### src/rtl/upsampler_feeder_pkg.sv
// Shared definitions for the upsampler feeder: state encoding, default sample
// width and the saturating narrowing helper used by the gain stage.
package feeder_pkg;

  localparam int DW_DEFAULT = 16;

  typedef enum logic [1:0] {
    ST_IDLE  = 2'd0,
    ST_PRIME = 2'd1,
    ST_RUN   = 2'd2
  } feeder_state_t;

  // Clamp a DW+9 bit signed value into the DW bit signed range.
  function automatic logic signed [DW_DEFAULT-1:0] sat_dw(input logic signed [DW_DEFAULT+8:0] v);
    logic signed [DW_DEFAULT+8:0] max_v;
    logic signed [DW_DEFAULT+8:0] min_v;
    max_v = {{10{1'b0}}, {(DW_DEFAULT-1){1'b1}}};
    min_v = {{10{1'b1}}, {(DW_DEFAULT-1){1'b0}}};
    if (v > max_v) begin
      return max_v[DW_DEFAULT-1:0];
    end else if (v < min_v) begin
      return min_v[DW_DEFAULT-1:0];
    end
    return v[DW_DEFAULT-1:0];
  endfunction

endpackage

### src/rtl/upsampler_feeder_if.sv
// Valid/ready sample stream from the SoC side into the feeder.
interface upsampler_feeder_if #(parameter int DW = 16) ();
  logic          s_valid;
  logic          s_ready;
  logic [DW-1:0] s_data;

  modport master (output s_valid, output s_data, input s_ready);
  modport slave  (input s_valid, input s_data, output s_ready);
endinterface

### src/rtl/upsampler_feeder_sync_fifo_ptr.sv
// Single-clock FIFO with extra-MSB pointers; storage is a plain array with a
// registered read so it maps onto block RAM.
module sync_fifo_ptr #(
  parameter int DEPTH = 64,
  parameter int DW    = 16
) (
  input  logic                     sys_clk,
  input  logic                     rst_n,
  input  logic                     flush,
  input  logic                     push,
  input  logic [DW-1:0]            wr_data,
  input  logic                     pop,
  output logic [DW-1:0]            rd_data,
  output logic [$clog2(DEPTH):0]   fill_level,
  output logic                     full,
  output logic                     empty
);
  localparam int AW = $clog2(DEPTH);

  logic [AW:0]   wr_ptr_reg;
  logic [AW:0]   rd_ptr_reg;
  logic [DW-1:0] rd_data_reg;
  logic [DW-1:0] mem [DEPTH];

  always_ff @(posedge sys_clk or negedge rst_n) begin
    if (!rst_n) begin
      wr_ptr_reg <= '0;
      rd_ptr_reg <= '0;
    end else if (flush) begin
      wr_ptr_reg <= '0;
      rd_ptr_reg <= '0;
    end else begin
      if (push) wr_ptr_reg <= wr_ptr_reg + 1'b1;
      if (pop)  rd_ptr_reg <= rd_ptr_reg + 1'b1;
    end
  end

  always_ff @(posedge sys_clk) begin
    if (push) mem[wr_ptr_reg[AW-1:0]] <= wr_data;
    if (pop)  rd_data_reg <= mem[rd_ptr_reg[AW-1:0]];
  end

  assign rd_data    = rd_data_reg;
  assign fill_level = wr_ptr_reg - rd_ptr_reg;
  assign empty      = (wr_ptr_reg == rd_ptr_reg);
  assign full       = (wr_ptr_reg[AW] != rd_ptr_reg[AW]) &&
                      (wr_ptr_reg[AW-1:0] == rd_ptr_reg[AW-1:0]);
endmodule

### src/rtl/upsampler_feeder.sv
// Rate-paced sample source for the upsampler: primes a FIFO, then releases one
// sample per divider tick. Optional output gain stage under FEEDER_GAIN_EN.
module upsampler_feeder
  import feeder_pkg::*;
#(
  parameter int DEPTH       = 64,
  parameter int PRIME_LEVEL = 16,
  parameter int DW          = DW_DEFAULT
) (
  input  logic                   sys_clk,
  input  logic                   rst_n,
  input  logic                   enable,
  input  logic [15:0]            rate_div,
  input  logic                   hold_on_underflow,
  input  logic [7:0]             gain,
  upsampler_feeder_if.slave      s,
  output logic signed [DW-1:0]   sample_out,
  output logic                   sample_tick,
  output logic [$clog2(DEPTH):0] fill_level,
  output logic [15:0]            underflow_cnt,
  output logic [1:0]             state_out
);
  feeder_state_t        state_reg, state_next;
  logic [15:0]          div_reg, period_reg;
  logic                 tick, push, pop, underflow, full, empty, flush;
  logic                 tick_d1_reg, uf_d1_reg;
  logic [DW-1:0]        rd_data;
  logic signed [DW-1:0] scaled;
  logic signed [DW-1:0] sample_out_reg;
  logic                 sample_tick_reg;
  logic [15:0]          underflow_cnt_reg;

  assign flush     = !enable;
  assign s.s_ready = rst_n && enable && !full;
  assign push      = s.s_valid && s.s_ready;
  assign tick      = (state_reg == ST_RUN) && enable && (div_reg == period_reg);
  assign pop       = tick && !empty;
  assign underflow = tick && empty;

  sync_fifo_ptr #(.DEPTH(DEPTH), .DW(DW)) u_fifo (
    .sys_clk    (sys_clk),
    .rst_n      (rst_n),
    .flush      (flush),
    .push       (push),
    .wr_data    (s.s_data),
    .pop        (pop),
    .rd_data    (rd_data),
    .fill_level (fill_level),
    .full       (full),
    .empty      (empty)
  );

  always_ff @(posedge sys_clk or negedge rst_n) begin
    if (!rst_n) state_reg <= ST_IDLE;
    else        state_reg <= state_next;
  end

  always_comb begin
    state_next = state_reg;
    if (!enable) begin
      state_next = ST_IDLE;
    end else begin
      case (state_reg)
        ST_IDLE:  state_next = ST_PRIME;
        ST_PRIME: if (int'(fill_level) >= PRIME_LEVEL || full) state_next = ST_RUN;
        ST_RUN:   state_next = ST_RUN;
        default:  state_next = ST_IDLE;
      endcase
    end
  end

  // The period is resampled only at a wrap so a rate change never truncates
  // the interval already in progress.
  always_ff @(posedge sys_clk or negedge rst_n) begin
    if (!rst_n) begin
      div_reg    <= '0;
      period_reg <= '0;
    end else if (state_reg != ST_RUN || !enable || tick) begin
      div_reg    <= '0;
      period_reg <= rate_div;
    end else begin
      div_reg    <= div_reg + 16'd1;
    end
  end

`ifdef FEEDER_GAIN_EN
  logic signed [DW+8:0] product;
  assign product = $signed({{9{rd_data[DW-1]}}, rd_data}) * $signed({{(DW+1){1'b0}}, gain});
  assign scaled  = sat_dw(product >>> 7);
`else
  logic gain_unused;
  assign gain_unused = ^gain;
  assign scaled      = rd_data;
`endif

  // Stage 1 marks the tick while the FIFO read lands; stage 2 publishes it.
  always_ff @(posedge sys_clk or negedge rst_n) begin
    if (!rst_n) begin
      tick_d1_reg       <= 1'b0;
      uf_d1_reg         <= 1'b0;
      sample_out_reg    <= '0;
      sample_tick_reg   <= 1'b0;
      underflow_cnt_reg <= '0;
    end else if (!enable) begin
      tick_d1_reg       <= 1'b0;
      uf_d1_reg         <= 1'b0;
      sample_out_reg    <= '0;
      sample_tick_reg   <= 1'b0;
    end else begin
      tick_d1_reg     <= tick;
      uf_d1_reg       <= underflow;
      sample_tick_reg <= tick_d1_reg;
      if (tick_d1_reg) begin
        if (uf_d1_reg) begin
          if (!hold_on_underflow) sample_out_reg <= '0;
          if (underflow_cnt_reg != 16'hFFFF) underflow_cnt_reg <= underflow_cnt_reg + 16'd1;
        end else begin
          sample_out_reg <= scaled;
        end
      end
    end
  end

  assign sample_out    = sample_out_reg;
  assign sample_tick   = sample_tick_reg;
  assign underflow_cnt = underflow_cnt_reg;
  assign state_out     = state_reg;
endmodule

### src/flat_wrapper.sv
// flat-port wrapper written by rule: the top's interface ports become plain ports
module upsampler_feeder_flat import feeder_pkg::*;
#(
  parameter int DEPTH       = 64,
  parameter int PRIME_LEVEL = 16,
  parameter int DW          = DW_DEFAULT
)
  (sys_clk, rst_n, enable, rate_div, hold_on_underflow, gain, sample_out, sample_tick, fill_level, underflow_cnt, state_out, s_s_valid, s_s_data, s_s_ready);
  upsampler_feeder_if #(.DW(DW)) s_i ();
  input  logic sys_clk;
  input  logic rst_n;
  input  logic enable;
  input  logic [15:0] rate_div;
  input  logic hold_on_underflow;
  input  logic [7:0] gain;
  output logic signed [DW-1:0] sample_out;
  output logic sample_tick;
  output logic [$clog2(DEPTH):0] fill_level;
  output logic [15:0] underflow_cnt;
  output logic [1:0] state_out;
  input wire logic [$bits(s_i.s_valid)-1:0] s_s_valid;
  input wire logic [$bits(s_i.s_data)-1:0] s_s_data;
  output wire logic [$bits(s_i.s_ready)-1:0] s_s_ready;
  assign s_i.s_valid = s_s_valid;
  assign s_i.s_data = s_s_data;
  assign s_s_ready = s_i.s_ready;
  upsampler_feeder #(.DEPTH(DEPTH), .PRIME_LEVEL(PRIME_LEVEL), .DW(DW)) u_core (.sys_clk(sys_clk), .rst_n(rst_n), .enable(enable), .rate_div(rate_div), .hold_on_underflow(hold_on_underflow), .gain(gain), .s(s_i), .sample_out(sample_out), .sample_tick(sample_tick), .fill_level(fill_level), .underflow_cnt(underflow_cnt), .state_out(state_out));
endmodule
### config.mk
export PLATFORM = sky130hd
export DESIGN_NAME = upsampler_feeder_flat
export DESIGN_NICKNAME = d
export VERILOG_FILES = /design/src/rtl/upsampler_feeder_pkg.sv /design/src/rtl/upsampler_feeder_if.sv /design/src/rtl/upsampler_feeder_sync_fifo_ptr.sv /design/src/rtl/upsampler_feeder.sv /design/src/flat_wrapper.sv
export SDC_FILE = /design/constraint.sdc
export NUM_CORES = 1
export LEC_CHECK = 0
export CAP_MARGIN = 15
export CELL_PAD_IN_SITES_DETAIL_PLACEMENT = 0
export CELL_PAD_IN_SITES_GLOBAL_PLACEMENT = 2
export CORE_ASPECT_RATIO = 0.9
export CORE_MARGIN = 2
export CORE_UTILIZATION = 54
export DETAILED_ROUTE_END_ITERATION = 7
export DONT_BUFFER_PORTS = 1
export GPL_TIMING_DRIVEN = 0
export PLACE_DENSITY = 0.84
export SYNTH_ARGS = -nofsm -noshare
export SYNTH_HDL_FRONTEND = slang
export SYNTH_SLANG_ARGS = --single-unit
### constraint.sdc
create_clock -name sys_clk -period 5.2 [get_ports sys_clk]
set_input_delay 1.04 -clock sys_clk [delete_from_list [all_inputs] [get_ports sys_clk]]
set_output_delay 1.04 -clock sys_clk [all_outputs]
set_load 0.005 [all_outputs]
# Word level (Yosys, flattened, before mapping)

Memory sizes are Yosys's and may differ from the RTL's. A register that Yosys moved wholly into a read port is not among the register bits.
Cells that the tools add are included.
W data, S select, Z words.

Add/sub/neg operators: 5
Multiply operators: 0
Div/mod/pow operators: 0
$lt $le $gt $ge: 1
Equality and inequality tests: 13
Shifts and indexed selects: 0
Mux-type cells: 17
Bitwise logic cells: 0
Reduce and logical (&&, ||, !) cells: 17

Operator list:

| kind                    | number |
|---|---|
| $mux W16                | 5 |
| $add A16 B1 Y16 const B | 2 |
| $mux W7                 | 4 |
| $eq A16 B16 Y1          | 1 |
| $ne A16 B16 Y1 const B  | 1 |
| $add A7 B1 Y7 const B   | 2 |
| $logic_and A1 B1 Y1     | 8 |
| $eq A7 B7 Y1            | 1 |
| $ge A7 B5 Y1 const B    | 1 |
| $sub A7 B7 Y7           | 1 |
| $eq A6 B6 Y1            | 1 |
| $ne A2 B1 Y1 const B    | 3 |
| $pmux W2 S3             | 1 |
| $mux W1                 | 5 |
| $mux W2                 | 2 |
| $reduce_and A4 Y1       | 1 |
| $logic_not A1 Y1        | 3 |
| $logic_or A1 B1 Y1      | 3 |
| $ne A3 B2 Y1 const B    | 1 |
| $ne A3 B3 Y1 const B    | 1 |
| $eq A2 B1 Y1 const B    | 1 |
| $eq A2 B2 Y1 const B    | 1 |
| $logic_not A2 Y1        | 1 |
| $ne A2 B2 Y1 const B    | 1 |
| other kinds (2)         | 2 |

Flip-flop bits (word level): 83
Latch bits: 0
RAM bits: 1024
Bits in read-only memories: 0
Bits of input ports: 45
Output and inout port bits: 43
Logic and storage cells: 64
Memories: 1

Memories:

| name              | depth | width | rd ports | clocked after memory_dff | wr ports | RTL line                             | source |
|---|---|---|---|---|---|---|---|
| u_core.u_fifo.mem | 64    | 16    | 1        | 1                        | 1        | upsampler_feeder_sync_fifo_ptr.sv:23 | `logic [DW-1:0] mem [DEPTH];` |

# Depth between registers and ports, before layout

Word-level depth: 7
Depth in mapped cells: 11
Depth with buffers taken out: 10

# Modules after synthesis

From an unflattened synthesis, not the netlist that was laid out.

Cell total of the unflattened synthesis: 2131
Area, all modules: 43828.3 um^2

By module, submodules not included:

| module           | instances | cells an instance | area an instance (um^2) | sequential area each (um^2) |
|---|---|---|---|---|
| sync_fifo_ptr    | 1         | 1870              | 40681.5                 | 31580.3 |
| upsampler_feeder | 1         | 261               | 3146.8                  | 1726.7 |

# Least setup slack after synthesis

No wires, ideal clock.

Path type: reg2reg
From: register u_core.u_fifo.rd_ptr_reg[4]
To: memory u_core.u_fifo.mem[59][0], enable pin
Setup time: 0.389 ns
Arrival time: 2.707 ns
Data required time: 4.811 ns
Path slack: 2.104 ns
Stages on the path, launching flop included: 9
Path buffers: 1
Period minus slack after synthesis: 3.096 ns
Cells stage by stage: dfrtp_1 -> clkinv_1 -> clkbuf_1 -> ha_1 -> nand2_1 -> o31ai_2 -> nor4_1 -> nand3_1 -> nor2_1

Longest elaborated chain between the ends: 7

Ends and longest elaborated chain:

| what                          | RTL line                             | source |
|---|---|---|
| start, declared               | upsampler_feeder_sync_fifo_ptr.sv:21 | `logic [AW:0] rd_ptr_reg;` |
| start signal, assigned        | upsampler_feeder_sync_fifo_ptr.sv:34 | `if (pop) rd_ptr_reg <= rd_ptr_reg + 1'b1;` |
| $eq A6 B6 Y1                  | upsampler_feeder_sync_fifo_ptr.sv:47 | `(wr_ptr_reg[AW-1:0] == rd_ptr_reg[AW-1:0]);` |
| $logic_and A1 B1 Y1           | upsampler_feeder_sync_fifo_ptr.sv:46 | `assign full = (wr_ptr_reg[AW] != rd_ptr_reg[AW]) &&` |
| $logic_not A1 Y1              | upsampler_feeder.sv:34               | `assign s.s_ready = rst_n && enable && !full;` |
| $logic_and A1 B1 Y1           | upsampler_feeder.sv:34               |  |
| $logic_and A1 B1 Y1           | upsampler_feeder.sv:35               | `assign push = s.s_valid && s.s_ready;` |
| $mux W1                       | upsampler_feeder_sync_fifo_ptr.sv:39 | `if (push) mem[wr_ptr_reg[AW-1:0]] <= wr_data;` |
| $mux W1 (not written as such) | upsampler_feeder_sync_fifo_ptr.sv:39 |  |
| end, declared                 | upsampler_feeder_sync_fifo_ptr.sv:23 |  |

No other way between the ends.

# Final worst setup path

From: register u_core.u_fifo.rd_ptr_reg[1]
To: memory u_core.u_fifo.mem[51][3], enable pin

The elaborated chain is that of the path after synthesis.

==> impl_metrics.csv <==
group,metric,value,unit
cts,cts_made_buffers,107,
routing,viasPerCell,6.50,
setup_path,r2r_cells,10,
place,gp_congestion,0.901,
timing,min_period,4.77,ns
synth,synth.distinct_cells,68,
timing,finClkSkew,0.0612,ns
cts,cts_hold_buffers,0,
routing,postRouteWirelength,110,mm
synth,syn_nets,2168,
timing,slew_viol_final,0,
final_layout,drive_above_1_share,0.253,
synth,synth_top_family_by_area,"multiplexers",
routing,postRouteAntennaNets,0,
cts,clkSlewWorstSetupHoldPaths,0.07,ns
cts,clk_path_buf_depth,3,
synth,synth-xor-area-share,0.0110,
setup_path,arrival,5.16,ns
synth,synth-simple-area-share,0.0288,
run,max_cap_viol_count,0,
timing,rsz0062_at_grt,"no",
synth,synth_cells,2109,
grt,grt_pass1_vias,22124,
synth,ys_seq_area_frac,0.761,
synth,muxShareOfSynthArea,0.136,
setup_path,crit_path_start_kind,"flip-flop",
final_layout,diodes,0,
timing,period_share,0.917,
status,outcome,"completed",
final_layout,nets,2332,
timing,worst_pin_slew,1.17,ns
final_layout,final_common_cell,"edfxtp_1",
routing,vias,22279,
synth,yosys-top-cells-area,"edfxtp_1 (71%), mux4_2 (12%), dfrtp_1 (4.7%)",
place,place_hpwl,71.7,mm
timing,final-hold-violation-count,0,
synth,synth_compound_area_frac,0.0427,
floorplan,die_x,304,microns
final_layout,final_cell_mix,"edfxtp_1 (1040), mux4_2 (225), clkbuf_16 (109)",
synth,synth_fa_ha_area_frac,0.00417,
final_layout,filler_cell_count,5471,
routing,drc_errors,0,
synth,synthArstFlopShare,0.0739,
synth,yosys_warnings,0,
synth,syn_area,0.0438,sq mm
timing,setup_violations,0,
place,port_buffers,0,
routing,wl_per_cell,32.1,microns
floorplan,start_util,0.543,
cts,cts_root_buf,"clkbuf_16",
pwr,p_sw,3.54,mW
cts,cts_tree,"built",
routing,drtIter0Drc,3681,
grt,antenna_found_initial,0,
setup_path,path_class,"reg2reg",
pwr,swShare,0.198,
setup_path,end_kind,"flip-flop",
cts,clock_latency,0.70,ns
pwr,power.leakage,15.8,nW
floorplan,die_area,0.0834,sq mm
pwr,peakVddDrop,0.293,mV
synth,synth_edf_count,1040,
timing,max_freq,0.210,GHz
cts,cts_max_level,3,
pwr,seq_power_share,0.555,
final_layout,largest_register_ffs,1024,
final_layout,syn_to_final_growth,13.5,%
timing,layout_setup_ws,0.432,ns
synth,ys.flop_type,"edfxtp_1",
cts,clock_sinks,1123,
cts,cts-resized-gates,0,
timing,whs,0.0431,ns
synth,ys_ff_latch,1123,
routing,drt_first_pass_iters,5,
pwr,power_frac_comb,0.009,
worst_hold_path,hp-class,"in2async",
grt,grt-ovfl-total,0,
pwr,pwr_density_cell,360,mW/mm^2
setup_path,cp_max_fo,10,
grt,grt_max_degree,85,
synth,synth_top_cell_by_area,"edfxtp_1",
floorplan,core_area,0.0806,sq mm
timing,tns,0,ns
cts,postCtsSetupBuffers,0,
grt,grt_pass1_wl,158,mm
pwr,clockPowerShare,0.436,
floorplan,num_rows,99,
grt,track_usage,0.267,
pwr,intPower,14.3,mW
floorplan,ioPinCount,88,
synth,syn_avg_cell_area,20.8,sq um
synth,synth_top_area_share,0.713,
setup_path,required,5.60,ns
place,post-place-ws,0.640,ns
timing,slew_headroom,0.218,
floorplan,die_y,274,microns
## critical path: stages, from the launching register on
cell and delay [ns]:
dfrtp_1 0.36, buf_2 0.36, buf_2 0.47, inv_1 0.27
ha_1 0.36, nand4_1 0.14, o31ai_2 0.12, nor4_1 0.59
nand3_1 0.74, nor2_2 0.78, buf_8 0.24
## layer usage
layer	track usage	share of wire
met1	0.385	0.40
met2	0.409	0.46
met5	0	0
met3	0.0718	0.11
met4	0.0711	0.025
## path summary, 6_finish.rpt
kind | start | endpoint | slack [ns]
min in group sys_clk | s_s_data[7] | u_core.u_fifo.mem[35][7] | 0.44
max in group asynchronous | rst_n | u_core.u_fifo.wr_ptr_reg[3] | 4.99
worst max register to register | u_core.u_fifo.rd_ptr_reg[1] | u_core.u_fifo.mem[51][3] | 0.43
worst min register to register | u_core.u_fifo.rd_data[2] | u_core.sample_out[2] | 0.47
worst min-delay path | rst_n | u_core.period_reg[15] | 0.04
worst max-delay path | u_core.u_fifo.rd_ptr_reg[1] | u_core.u_fifo.mem[51][3] | 0.43
## final cells by class
class                           instances  area, sq um  area share
Buffer                                112          663      0.0133
Clock buffer                          132         2850      0.0574
Clock inverter                         71          697      0.0140
Inverter                               15         56.3     0.00113
Multi-Input combinational cell        859         9920       0.200
Sequential cell                      1123        33300       0.670
Tap cell                             1060         1330      0.0267
Timing Repair Buffer                   55          871      0.0175
## cells in the mapped netlist (9+ instances only)
| cell type | n |
|---|---|
| edfxtp_1 | 1040 |
| nand3_1 | 22 |
| xor2_1 | 32 |
| buf_6 | 13 |
| xnor2_1 | 21 |
| a22o_1 | 47 |
| o221ai_1 | 32 |
| inv_1 | 13 |
| a21oi_1 | 37 |
| nand2_1 | 65 |
| clkbuf_1 | 54 |
| a22oi_1 | 37 |
| mux2i_1 | 62 |
| a221oi_1 | 9 |
| a221oi_2 | 21 |
| dfrtp_1 | 83 |
| mux2_1 | 15 |
| mux4_2 | 225 |
| buf_2 | 23 |
| nor3_1 | 12 |
| ha_1 | 13 |
| nand4_1 | 12 |
| nor2_1 | 100 |
## power by group through the flow
stage | Sequential [mW] | Combinational, mW | Clock, mW
global route | 9.92 | 0.174 | 8.19
finish | 9.92 | 0.158 | 7.80
global placement | 10.1 | 0.151 | 0
CTS | 9.92 | 0.158 | 7.85
detailed placement | 10.1 | 0.156 | 0
floorplan | 10.1 | 0.115 | 0
## logic make-up after synthesis
logic type,after synthesis
xor gates and xnor gates,54
adders and majority gates,14
muxes,311
AOI/OAI and AO/OA,224
buffers and inverters,127
DFF,1123
and+or+nand+nor,256
## metrics by stage
step	utilization	std cells	total power, mW	cell area, sq um
2_1_floorplan	-	2109	10.2	43800
3_3_place_gp	0.560	3169	10.3	45100
3_5_place_dp	0.572	3223	10.3	46100
4_1_cts	0.616	3426	17.9	49700
5_1_grt	0.616	3427	18.3	49700
6_report	0.616	3427	17.9	49700
Note: power is estimated with default switching activity, not from simulation.
